**src/rtl/fifo_read_ctrl.sv**
```systemverilog
// ---------------------------------------------------------------------------
// fifo_read_ctrl
//   Read-side controller of the FIFO. It owns the read pointer, issues
//   synchronous reads to the FIFO RAM and holds the returned words in a
//   2-entry output stage. The consumer sees a first-word-fall-through
//   valid/ready interface that sustains one word per cycle.
//
//   Optional feature: define PTR_CHECK_EN to build the sticky pointer-sanity
//   check behind ptr_err. Without it, ptr_err is tied low.
//
// Ports
//   clk        in   1       single clock, rising edge
//   rst_n      in   1       asynchronous active-low reset
//   w_pointer  in   SIZE    write pointer from the write controller
//   rd_en      out  1       RAM read strobe (combinational issue)
//   rd_addr    out  SIZE-1  RAM read address (r_pointer without wrap bit)
//   rd_data    in   DATA_W  RAM read data, valid one cycle after rd_en
//   r_pointer  out  SIZE    read pointer (registered)
//   ram_empty  out  1       w_pointer == r_pointer (combinational)
//   dout       out  DATA_W  head word
//   dout_valid out  1       head word valid
//   dout_ready in   1       consumer accepts head word
//   ptr_err    out  1       sticky pointer-sanity error
// ---------------------------------------------------------------------------
module fifo_read_ctrl #(
    parameter int SIZE   = 5,
    parameter int DATA_W = 8
) (
    input  logic              clk,
    input  logic              rst_n,
    input  logic [SIZE-1:0]   w_pointer,
    output logic              rd_en,
    output logic [SIZE-2:0]   rd_addr,
    input  logic [DATA_W-1:0] rd_data,
    output logic [SIZE-1:0]   r_pointer,
    output logic              ram_empty,
    output logic [DATA_W-1:0] dout,
    output logic              dout_valid,
    input  logic              dout_ready,
    output logic              ptr_err
);

    // State encoding doubles as the count of words held in the output stage.
    typedef enum logic [1:0] {
        S_EMPTY = 2'd0,
        S_ONE   = 2'd1,
        S_TWO   = 2'd2
    } out_state_e;

    out_state_e        state, state_next;
    logic [DATA_W-1:0] out_reg, out_next;
    logic [DATA_W-1:0] skid_reg, skid_next;
    logic              pend;
    logic              pop;
    logic              issue;
    logic [2:0]        occupancy;

    assign ram_empty  = (w_pointer == r_pointer);
    assign pop        = dout_valid & dout_ready;

    // Words held plus the one in flight, minus the one leaving this cycle.
    // pop implies at least one word held, so this never underflows.
    assign occupancy  = {1'b0, state} + {2'b00, pend} - {2'b00, pop};
    assign issue      = !ram_empty && (occupancy < 3'd2);

    assign rd_en      = issue;
    assign rd_addr    = r_pointer[SIZE-2:0];
    assign dout       = out_reg;
    assign dout_valid = (state != S_EMPTY);

    // NOTE: sequential state uses non-blocking assignments so every flop
    // samples the pre-edge values of its peers, independent of block order.
    always_ff @(posedge clk or negedge rst_n) begin
        if (!rst_n) begin
            r_pointer <= '0;
            pend      <= 1'b0;
        end else begin
            pend <= issue;
            if (issue) begin
                r_pointer <= r_pointer + SIZE'(1);
            end
        end
    end

    // NOTE: the data holding registers are reset as well, because dout is
    // required to read 0 out of reset rather than stale data.
    always_ff @(posedge clk or negedge rst_n) begin
        if (!rst_n) begin
            state    <= S_EMPTY;
            out_reg  <= '0;
            skid_reg <= '0;
        end else begin
            state    <= state_next;
            out_reg  <= out_next;
            skid_reg <= skid_next;
        end
    end

    // A read issued last cycle (pend) delivers its word on rd_data now.
    // NOTE: every output of this block gets a hold default first so no path
    // leaves a variable unassigned and no latch is inferred.
    always_comb begin
        state_next = state;
        out_next   = out_reg;
        skid_next  = skid_reg;
        case (state)
            S_EMPTY: begin
                if (pend) begin
                    state_next = S_ONE;
                    out_next   = rd_data;
                end
            end
            S_ONE: begin
                if (pend && !pop) begin
                    state_next = S_TWO;
                    skid_next  = rd_data;
                end else if (pend && pop) begin
                    out_next   = rd_data;
                end else if (pop) begin
                    state_next = S_EMPTY;
                end
            end
            S_TWO: begin
                if (pop) begin
                    out_next = skid_reg;
                    if (pend) begin
                        skid_next  = rd_data;
                    end else begin
                        state_next = S_ONE;
                    end
                end
            end
            default: begin
                state_next = S_EMPTY;
            end
        endcase
    end

    // The issue rule keeps at most two words owned by the output stage, so a
    // word can never arrive into a full stage that is not draining.
    no_overflow_a: assert property (@(posedge clk) disable iff (!rst_n)
        !(state == S_TWO && pend && !pop));

`ifdef PTR_CHECK_EN
    localparam logic [SIZE-1:0] DEPTH_PTR = SIZE'(2 ** (SIZE - 1));

    logic [SIZE-1:0] ptr_dist;

    // Unread words in the RAM; more than DEPTH means the writer overran us.
    assign ptr_dist = w_pointer - r_pointer;

    always_ff @(posedge clk or negedge rst_n) begin
        if (!rst_n) begin
            ptr_err <= 1'b0;
        end else if (ptr_dist > DEPTH_PTR) begin
            ptr_err <= 1'b1;
        end
    end
`else
    assign ptr_err = 1'b0;
`endif

endmodule
```
**config.mk**
```make
export PLATFORM = sky130hd
export DESIGN_NAME = fifo_read_ctrl
export DESIGN_NICKNAME = d
export VERILOG_FILES = /design/src/rtl/fifo_read_ctrl.sv
export SDC_FILE = /design/constraint.sdc
export NUM_CORES = 1
export LEC_CHECK = 0
export ABC_AREA = 1
export CAP_MARGIN = 20
export CORE_UTILIZATION = 25
export CTS_BUF_LIST = sky130_fd_sc_hd__clkbuf_2 sky130_fd_sc_hd__clkbuf_4 sky130_fd_sc_hd__clkbuf_8
export DETAILED_ROUTE_END_ITERATION = 8
export DONT_BUFFER_PORTS = 1
export PLACE_DENSITY = 0.35
export SETUP_SLACK_MARGIN = 0.02
export SLEW_MARGIN = 20
export SYNTH_ARGS = -nofsm -noshare
export SYNTH_HDL_FRONTEND = slang
export SYNTH_SLANG_ARGS = --single-unit
```
**constraint.sdc**
```tcl
create_clock -name clk -period 2.7 [get_ports clk]
set_input_delay 0.27 -clock clk [delete_from_list [all_inputs] [get_ports clk]]
set_output_delay 0.27 -clock clk [all_outputs]
set_load 0.05 [all_outputs]
```
==> impl_metrics.env, run 1 <==
export IMPL_cp_start_kind="flop"
export IMPL_drive_gt1_frac=0.251
export IMPL_synth_seq_area_share=0.429
export IMPL_synth_area_per_cell_um2=7.87
export IMPL_drv_cap=0
export IMPL_drc=0
export IMPL_regArea_um2=603
export IMPL_synth_top_cell_area_share=0.429
export IMPL_ys_warn_count=0
export IMPL_fp_coreArea_um2=5240
export IMPL_hold_viol=0
export IMPL_critPathKind="flop to output port"
export IMPL_portBuffers=0
export IMPL_grt_pass1_vias=1043
export IMPL_htree_levels=1
export IMPL_final_nets=216
export IMPL_area_growth_pct=21.8
export IMPL_fin_crit_sh=0.964
export IMPL_end_kind="output port"
export IMPL_grt_usage=0.110
export IMPL_hold_ws_ns=0.105
export IMPL_initial_core_util=0.267
export IMPL_antenna_found_initial=0
export IMPL_slew_violations=0
export IMPL_synth_top_area_cell="dfrtp_1"
export IMPL_synthCells=178
export IMPL_skew_ns=0.00341
export IMPL_row_count=26
export IMPL_fillers=554
export IMPL_cp_required_ns=2.43
export IMPL_critPathMaxStageDelay_ns=0.57
export IMPL_worstPathCellList="inv_4 > nand2_4 > nand2_8 > ha_4 > nand2_2 > fa_2 > o21ai_2 > a21oi_2 > nand2_2 > clkinvlp_4"
export IMPL_pin_count=37
export IMPL_first_pass_iters=4
export IMPL_die_h_um=76.8
export IMPL_arrival_ns=2.33
export IMPL_ys_seq_elements=24
export IMPL_clock_root_buffer="clkbuf_8"
export IMPL_vias_per_cell=4.19
export IMPL_cts_clk_slew_worst_paths_ns=0.09
export IMPL_wl_mm=3.15
export IMPL_dieArea_um2=5900
export IMPL_multi_input_area_um2=679
export IMPL_synth_cell_type_count=23
export IMPL_cp_slowest_cell="fa_2"
export IMPL_hold_path_class="primary input to flop"
export IMPL_die_x_um=76.8
export IMPL_vias=1111
export IMPL_diodes=0
export IMPL_hpwl_mm=2.22
export IMPL_tightestPinTransition_ns=0.590
export IMPL_synth_area_leaders="dfrtp_1 (43%), nand2_1 (15%), nand3_1 (6.4%), o21ai_0 (6.4%), inv_1 (5.6%)"
export IMPL_grt_overflow_total=0
export IMPL_cts_tree="built"
export IMPL_cts_path_max_buffers=2
export IMPL_cts_num_sinks=24
export IMPL_grt_max_degree=25
export IMPL_cp_max_fo=5
export IMPL_avgRoutedWirePerCell_um=11.9
export IMPL_path_delay_family="adder cells"
export IMPL_crit_buf_inv=2
export IMPL_status="finished, final reports clean"
export IMPL_period_needed_ns=2.60
export IMPL_fin_cells=265
export IMPL_layout_common_cells="nand2_1 (53), dfrtp_1 (22), inv_1 (19), nand3_1 (18), buf_4 (18)"
export IMPL_finalSetupViolCount=0
export IMPL_grt_pass1_wl_mm=5.09
export IMPL_fmax_mhz=384
export IMPL_slew_headroom=0.607
export IMPL_drtIter0Drc=58
export IMPL_place_congestion=0.768
export IMPL_cpMostUsedCell="nand2_2"
export IMPL_syn_area_um2=1400
export IMPL_ant_nets=0
export IMPL_clkLatencyLatePin_ns=0.27
export IMPL_post_route_util=0.326
export IMPL_cts_buffers=3
export IMPL_final_common_cell="nand2_1"
export IMPL_dp_cells=248
export IMPL_synth_nets=198
worst register-to-register path, delay by kind of cell, from the launching register on:
kind	cells	cell delay (ns)
adder cells (fa/ha/maj)	2	0.83
flip-flops	1	0.43
AND/OR/NAND/NOR	6	0.42
buffers and inverters	2	0.24
AO/OA/AOI/OAI	2	0.20
per-layer routing:
| metal | vias to the layer above | GRT usage | wire, µm |
|---|---|---|---|
| li1 | 581 | - | - |
| met1 | 506 | 0.143 | 1480 |
| met2 | 20 | 0.173 | 1470 |
| met3 | 4 | 0.0345 | 152 |
| met4 | 0 | 0.0288 | 46 |
| met5 | - | 0 | 0 |
synthesized netlist by cell type (all sizes together):
master	n
a21oi	1
nor2	9
xor2	2
ha	3
inv	24
nand3	18
o211ai	1
buf	7
conb	1
fa	1
xnor2	2
nand2	64
dfrtp	24
o21ai	21
per-stage QoR:
| stage | TNS [ns] | worst slack, ns | cell area, µm² |
|---|---|---|---|
| floorplan | 0 | 0.0282 | 1400 |
| global placement | 0 | 0.240 | 1480 |
| detailed placement | 0 | 0.138 | 1480 |
| CTS | 0 | 0.0636 | 1590 |
| global route | -0.00457 | -0.00457 | 1710 |
| finish | 0 | 0.0970 | 1710 |
logic make-up after synthesis:
family | count (synthesis) | synth area share
xor+xnor | 4 | 0.0250
flops | 24 | 0.429
compound gates | 23 | 0.0921
buf+inv | 31 | 0.109
other cells | 1 | 0.00268
simple gates | 91 | 0.301
fa+ha+maj | 4 | 0.0411
final timing paths:
path	endpoint	depth (start not counted)	slack [ns]	startpoint
worst min-delay path	skid_reg[5]$_DFFE_PN0P_	2	0.10	rd_data[5]
worst max register to register	r_pointer[0]$_DFFE_PN0P_	12	0.48	state[0]$_DFFE_PN0P_
worst max-delay path	rd_en	10	0.1	state[0]$_DFFE_PN0P_
max in group asynchronous	state[1]$_DFFE_PN0P_	2	2.10	rst_n
worst min register to register	skid_reg[6]$_DFFE_PN0P_	2	0.52	skid_reg[6]$_DFFE_PN0P_
min in group asynchronous	skid_reg[2]$_DFFE_PN0P_	2	0.44	rst_n
what timing repair did:
action / 4_1_cts / 5_1_grt
endpoints found under the hold margin: 24 / 0
buffers inserted: 0 / 11
hold buffers: 2 / 0
pin swaps: 0 / 3
endpoints found under the setup margin: 1 / 1
resized for setup: 5 / 8
cloned: 0 / 0
cell type report:
class	count	share of cell area
Tap cell	70	0.0514
Timing Repair Buffer	20	0.0968
Sequential cell	24	0.354
Clock buffer	3	0.0242
Inverter	24	0.0580
Multi-Input combinational cell	123	0.398
Clock inverter	1	0.0176
Power of run 1 is left out: the tool's default activity adds up to more than one toggle a clock period on the data nets, which glitch-free logic cannot reach.
==> inputs of run 2 (changes only) <==
- CORE_ASPECT_RATIO: unset -> 0.7
==> run 2 against run 1 <==
- die area about the same
- clock skew increased by 0.0073 ns
- hold slack improved by 0.0099 ns
- first-iteration DRC count increased by 43%
- wire length increased by 7.3%
- design area decreased by 4.2%
- non-clock buffer count decreased by 4
- critical path depth increased by 1
==> impl_metrics.env, run 2 (synthesis gave the netlist of run 1 again) <==
export IMPL_hpwl_mm=2.44
export IMPL_clock_root_buffer="clkbuf_8"
export IMPL_avgRoutedWirePerCell_um=12.8
export IMPL_dieArea_um2=5910
export IMPL_period_needed_ns=2.53
export IMPL_drc=0
export IMPL_skew_ns=0.0107
export IMPL_vias=1126
export IMPL_min_to="skid_reg[5]$_DFFE_PN0P_"
export IMPL_wl_mm=3.38
export IMPL_final_nets=212
export IMPL_setup_tns_final_ns=0
export IMPL_row_count=22
export IMPL_rsz0062_at_grt="no"
export IMPL_portBuffers=0
export IMPL_grt_pass1_vias=1126
export IMPL_fp_coreArea_um2=5310
export IMPL_finalSetupViolCount=0
export IMPL_ant_nets=0
export IMPL_final_common_cell="nand2_1"
export IMPL_cts_clk_slew_worst_paths_ns=0.10
export IMPL_hold_viol=0
export IMPL_grt_usage=0.125
export IMPL_min_path_cells=2
export IMPL_cp_start_kind="flop"
export IMPL_drtIter0Drc=83
export IMPL_die_h_um=64.6
export IMPL_r2r_end="r_pointer[0]$_DFFE_PN0P_"
export IMPL_initial_core_util=0.264
export IMPL_vias_per_cell=4.28
export IMPL_fillers=566
export IMPL_cp_max_fo=6
export IMPL_grt_max_degree=25
export IMPL_slew_headroom=0.621
export IMPL_first_pass_iters=4
export IMPL_die_x_um=91.4
export IMPL_drive_gt1_frac=0.209
export IMPL_critPathKind="flop to output port"
export IMPL_fin_crit_sh=0.938
export IMPL_crit_reg2reg_launch="state[1]$_DFFE_PN0P_"
export IMPL_cts_buffers=3
export IMPL_hold_path_class="primary input to flop"
export IMPL_area_growth_pct=16.7
export IMPL_tightestPinTransition_ns=0.569
export IMPL_worstHoldStart="rd_data[5]"
export IMPL_antenna_found_initial=0
export IMPL_place_congestion=0.834
export IMPL_r2r_cells=12
export IMPL_fmax_mhz=395
export IMPL_clkLatencyLatePin_ns=0.27
export IMPL_status="finished, final reports clean"
export IMPL_cts_tree="built"
export IMPL_regArea_um2=602
export IMPL_drv_cap=0
export IMPL_grt_pass1_wl_mm=5.62
export IMPL_multi_input_area_um2=649
export IMPL_layout_common_cells="nand2_1 (54), dfrtp_1 (23), inv_1 (19), nand3_1 (18), o21ai_0 (18)"
export IMPL_arrival_ns=2.26
export IMPL_cts_num_sinks=24
export IMPL_pin_count=37
export IMPL_end_kind="output port"
export IMPL_r2r_slack_ns=0.55
export IMPL_diodes=0
export IMPL_cp_required_ns=2.43
export IMPL_grt_overflow_total=0
export IMPL_htree_levels=1
export IMPL_cts_path_max_buffers=2
export IMPL_slew_violations=0
run 2: cell count changes in the layout (fill, tap and decap cells not counted), sizes merged:
cell	previous run	this run
clkbuf	3	4
inv	23	24
clkinvlp	1	0
bufinv	1	0
buf	19	15
run 2: how the worst max path moves through the flow:
stage	start	to	slack (ns)	depth (start not counted)
after global routing	state[1]$_DFFE_PN0P_	rd_en	0.03	11
after global placement	state[1]$_DFFE_PN0P_	rd_en	0.23	11
after CTS	state[1]$_DFFE_PN0P_	rd_en	0.04	11
final	state[1]$_DFFE_PN0P_	rd_en	0.17	11
after detailed placement	state[1]$_DFFE_PN0P_	rd_en	0.12	11
after floorplan	state[1]$_DFFE_PN0P_	rd_en	0.03	10
run 2: cell type report:
type / count / share of cell area
clock buffer: 4 / 0.0337
inverter: 24 / 0.0551
multi-input combinational: 123 / 0.397
sequential: 24 / 0.368
tap: 72 / 0.0551
timing repair buffer: 16 / 0.0904
run 2: per-layer routing:
| metal | up-vias | track usage | wire length [µm] |
|---|---|---|---|
| met2 | 15 | 0.189 | 1450 |
| met1 | 535 | 0.178 | 1790 |
| li1 | 574 | - | - |
| met3 | 2 | 0.0364 | 119 |
| met4 | 0 | 0.0238 | 21 |
| met5 | - | 0 | 0 |
run 2: worst max-delay path, cell delays in order (launching register included):
cell	delay (ns)
dfrtp_1	0.38
inv_2	0.07
nand2_4	0.08
nand2_4	0.07
ha_1	0.28
nand2_1	0.06
fa_1	0.48
o21ai_0	0.09
a21oi_2	0.16
nand2_2	0.10
inv_2	0.10
buf_12	0.13
run 2: timing repair:
action                     4_1_cts  5_1_grt
hold buffers                     2        0
hold endpoints to repair        24        0
gates resized for setup          3        1
setup buffers                    2        3
setup endpoints to repair        1        1
run 2: stage by stage:
step | hold WS (ns) | setup slack (ns) | cell area, µm² | utilization | cells
floorplan | -0.0256 | 0.0282 | 1400 | - | 178
global placement | -0.0249 | 0.227 | 1510 | 0.284 | 252
detailed placement | -0.0246 | 0.123 | 1510 | 0.284 | 252
CTS | 0.106 | 0.0400 | 1610 | 0.303 | 260
global route | 0.106 | 0.0340 | 1630 | 0.308 | 263
finish | 0.115 | 0.169 | 1630 | 0.308 | 263
Power of run 2 is left out for the same reason.
==> inputs of run 3 (changes only) <==
- HOLD_SLACK_MARGIN: unset -> 0.12
==> run 3 against run 2 <==
- wire length increased by 0.62%
- count of clock-buffer cells in the layout unchanged
- setup slack got worse by 0.00092 ns
- first-iteration DRC count decreased by 1.2%
- register-to-register slack about the same
- die area unchanged
- hold slack improved by 0.020 ns
- final cell count increased by 1.5%
- design area increased by 2.5%
- critical path depth unchanged
- via count increased by 1.4%
- critical endpoint unchanged
==> impl_metrics.env, run 3 (synthesis gave the netlist of run 1 again) <==
export IMPL_status="finished, final reports clean"
export IMPL_final_nets=216
export IMPL_clock_root_buffer="clkbuf_8"
export IMPL_cp_required_ns=2.43
export IMPL_fin_cells=267
export IMPL_cts_path_max_buffers=2
export IMPL_first_pass_iters=4
export IMPL_drv_cap=0
export IMPL_grt_overflow_total=0
export IMPL_area_growth_pct=19.6
export IMPL_slew_headroom=0.621
export IMPL_grt_usage=0.126
export IMPL_hold_viol=0
export IMPL_cp_start_kind="flop"
export IMPL_diodes=0
export IMPL_htree_levels=1
export IMPL_fillers=564
export IMPL_clkLatencyLatePin_ns=0.27
export IMPL_drive_gt1_frac=0.205
export IMPL_period_needed_ns=2.53
export IMPL_wl_met1_mm=1.82
export IMPL_hpwl_mm=2.44
export IMPL_tightestPinTransition_ns=0.568
export IMPL_end_kind="output port"
export IMPL_rsz0062_at_grt="no"
export IMPL_met2WireLength_mm=1.47
export IMPL_die_x_um=91.4
export IMPL_cp_slowest_cell="fa_1"
export IMPL_avgRoutedWirePerCell_um=12.7
export IMPL_critPathKind="flop to output port"
export IMPL_grt_pass1_vias=1127
export IMPL_critPathMaxStageDelay_ns=0.48
export IMPL_setup_tns_final_ns=0
export IMPL_fin_crit_sh=0.938
export IMPL_row_count=22
export IMPL_cts_clk_slew_worst_paths_ns=0.10
export IMPL_drtIter0Drc=82
export IMPL_grt_max_degree=25
export IMPL_finalSetupViolCount=0
export IMPL_fmax_mhz=395
export IMPL_vias=1142
export IMPL_worstPathCellList="inv_2 > nand2_4 > nand2_4 > ha_1 > nand2_1 > fa_1 > o21ai_0 > a21oi_2 > nand2_2 > inv_2 > buf_12"
export IMPL_cts_num_sinks=24
export IMPL_grt_pass1_wl_mm=5.64
export IMPL_pin_count=37
export IMPL_vias_per_cell=4.28
export IMPL_skew_ns=0.0116
export IMPL_place_area_um2=1510
export IMPL_layout_common_cells="nand2_1 (54), dfrtp_1 (23), inv_1 (19), nand3_1 (18), o21ai_0 (18)"
export IMPL_drc=0
export IMPL_final_common_cell="nand2_1"
export IMPL_regArea_um2=602
export IMPL_top_layer_used="met3"
export IMPL_arrival_ns=2.26
export IMPL_cts_buffers=3
export IMPL_dieArea_um2=5910
export IMPL_hold_ws_ns=0.135
export IMPL_place_congestion=0.834
export IMPL_met3WireLength_um=108
export IMPL_slew_violations=0
export IMPL_fp_coreArea_um2=5310
export IMPL_ant_nets=0
export IMPL_initial_core_util=0.264
export IMPL_wl_mm=3.40
export IMPL_antenna_found_initial=0
export IMPL_dp_cells=252
export IMPL_die_h_um=64.6
export IMPL_hold_path_class="primary input to flop"
export IMPL_stdcell_area_um2=1670
export IMPL_cts_tree="built"
export IMPL_cp_max_fo=6
export IMPL_portBuffers=0
export IMPL_multi_input_area_um2=649
run 3: metal layers:
metal | track usage | up-vias
met4 | 0.0238 | 0
met3 | 0.0364 | 0
met5 | 0 | -
met1 | 0.179 | 543
met2 | 0.189 | 17
li1 | - | 582
run 3: path summary, 6_finish.rpt:
check	start	endpoint	slack [ns]	cells after the start
worst max-delay path	state[1]$_DFFE_PN0P_	rd_en	0.17	11
worst min-delay path	rd_data[1]	skid_reg[1]$_DFFE_PN0P_	0.13	2
worst max register to register	state[1]$_DFFE_PN0P_	r_pointer[0]$_DFFE_PN0P_	0.54	12
worst min register to register	skid_reg[5]$_DFFE_PN0P_	skid_reg[5]$_DFFE_PN0P_	0.52	2
max in group asynchronous	rst_n	skid_reg[4]$_DFFE_PN0P_	2.10	2
min in group asynchronous	rst_n	r_pointer[2]$_DFFE_PN0P_	0.43	2
run 3: layout make-up:
cell class / instances / share of cell area
Multi-Input combinational cell: 123 / 0.388
Sequential cell: 24 / 0.359
Clock buffer: 4 / 0.0329
Tap cell: 72 / 0.0538
Inverter: 24 / 0.0538
Timing Repair Buffer: 20 / 0.112
run 3: per-stage QoR:
step | setup slack (ns) | util
3_5_place_dp | 0.123 | 0.284
6_report | 0.168 | 0.315
2_1_floorplan | 0.0282 | -
4_1_cts | 0.0400 | 0.311
5_1_grt | 0.0340 | 0.315
3_3_place_gp | 0.227 | 0.284
run 3: critical path, delay by kind of cell (launching register included):
family	cells	cell delay, ns
DFF	1	0.38
and+or+nand+nor	4	0.31
buffers and inverters	3	0.30
AOI/OAI and AO/OA	2	0.25
adders and majority gates	2	0.76
run 3: repair_timing:
| action | CTS | global route |
|---|---|---|
| buffers inserted | 2 | 3 |
| endpoints found under the hold margin | 28 | 0 |
| resized for setup | 3 | 1 |
| endpoints found under the setup margin | 1 | 1 |
| hold buffers | 6 | 0 |
Power of run 3 is left out for the same reason.
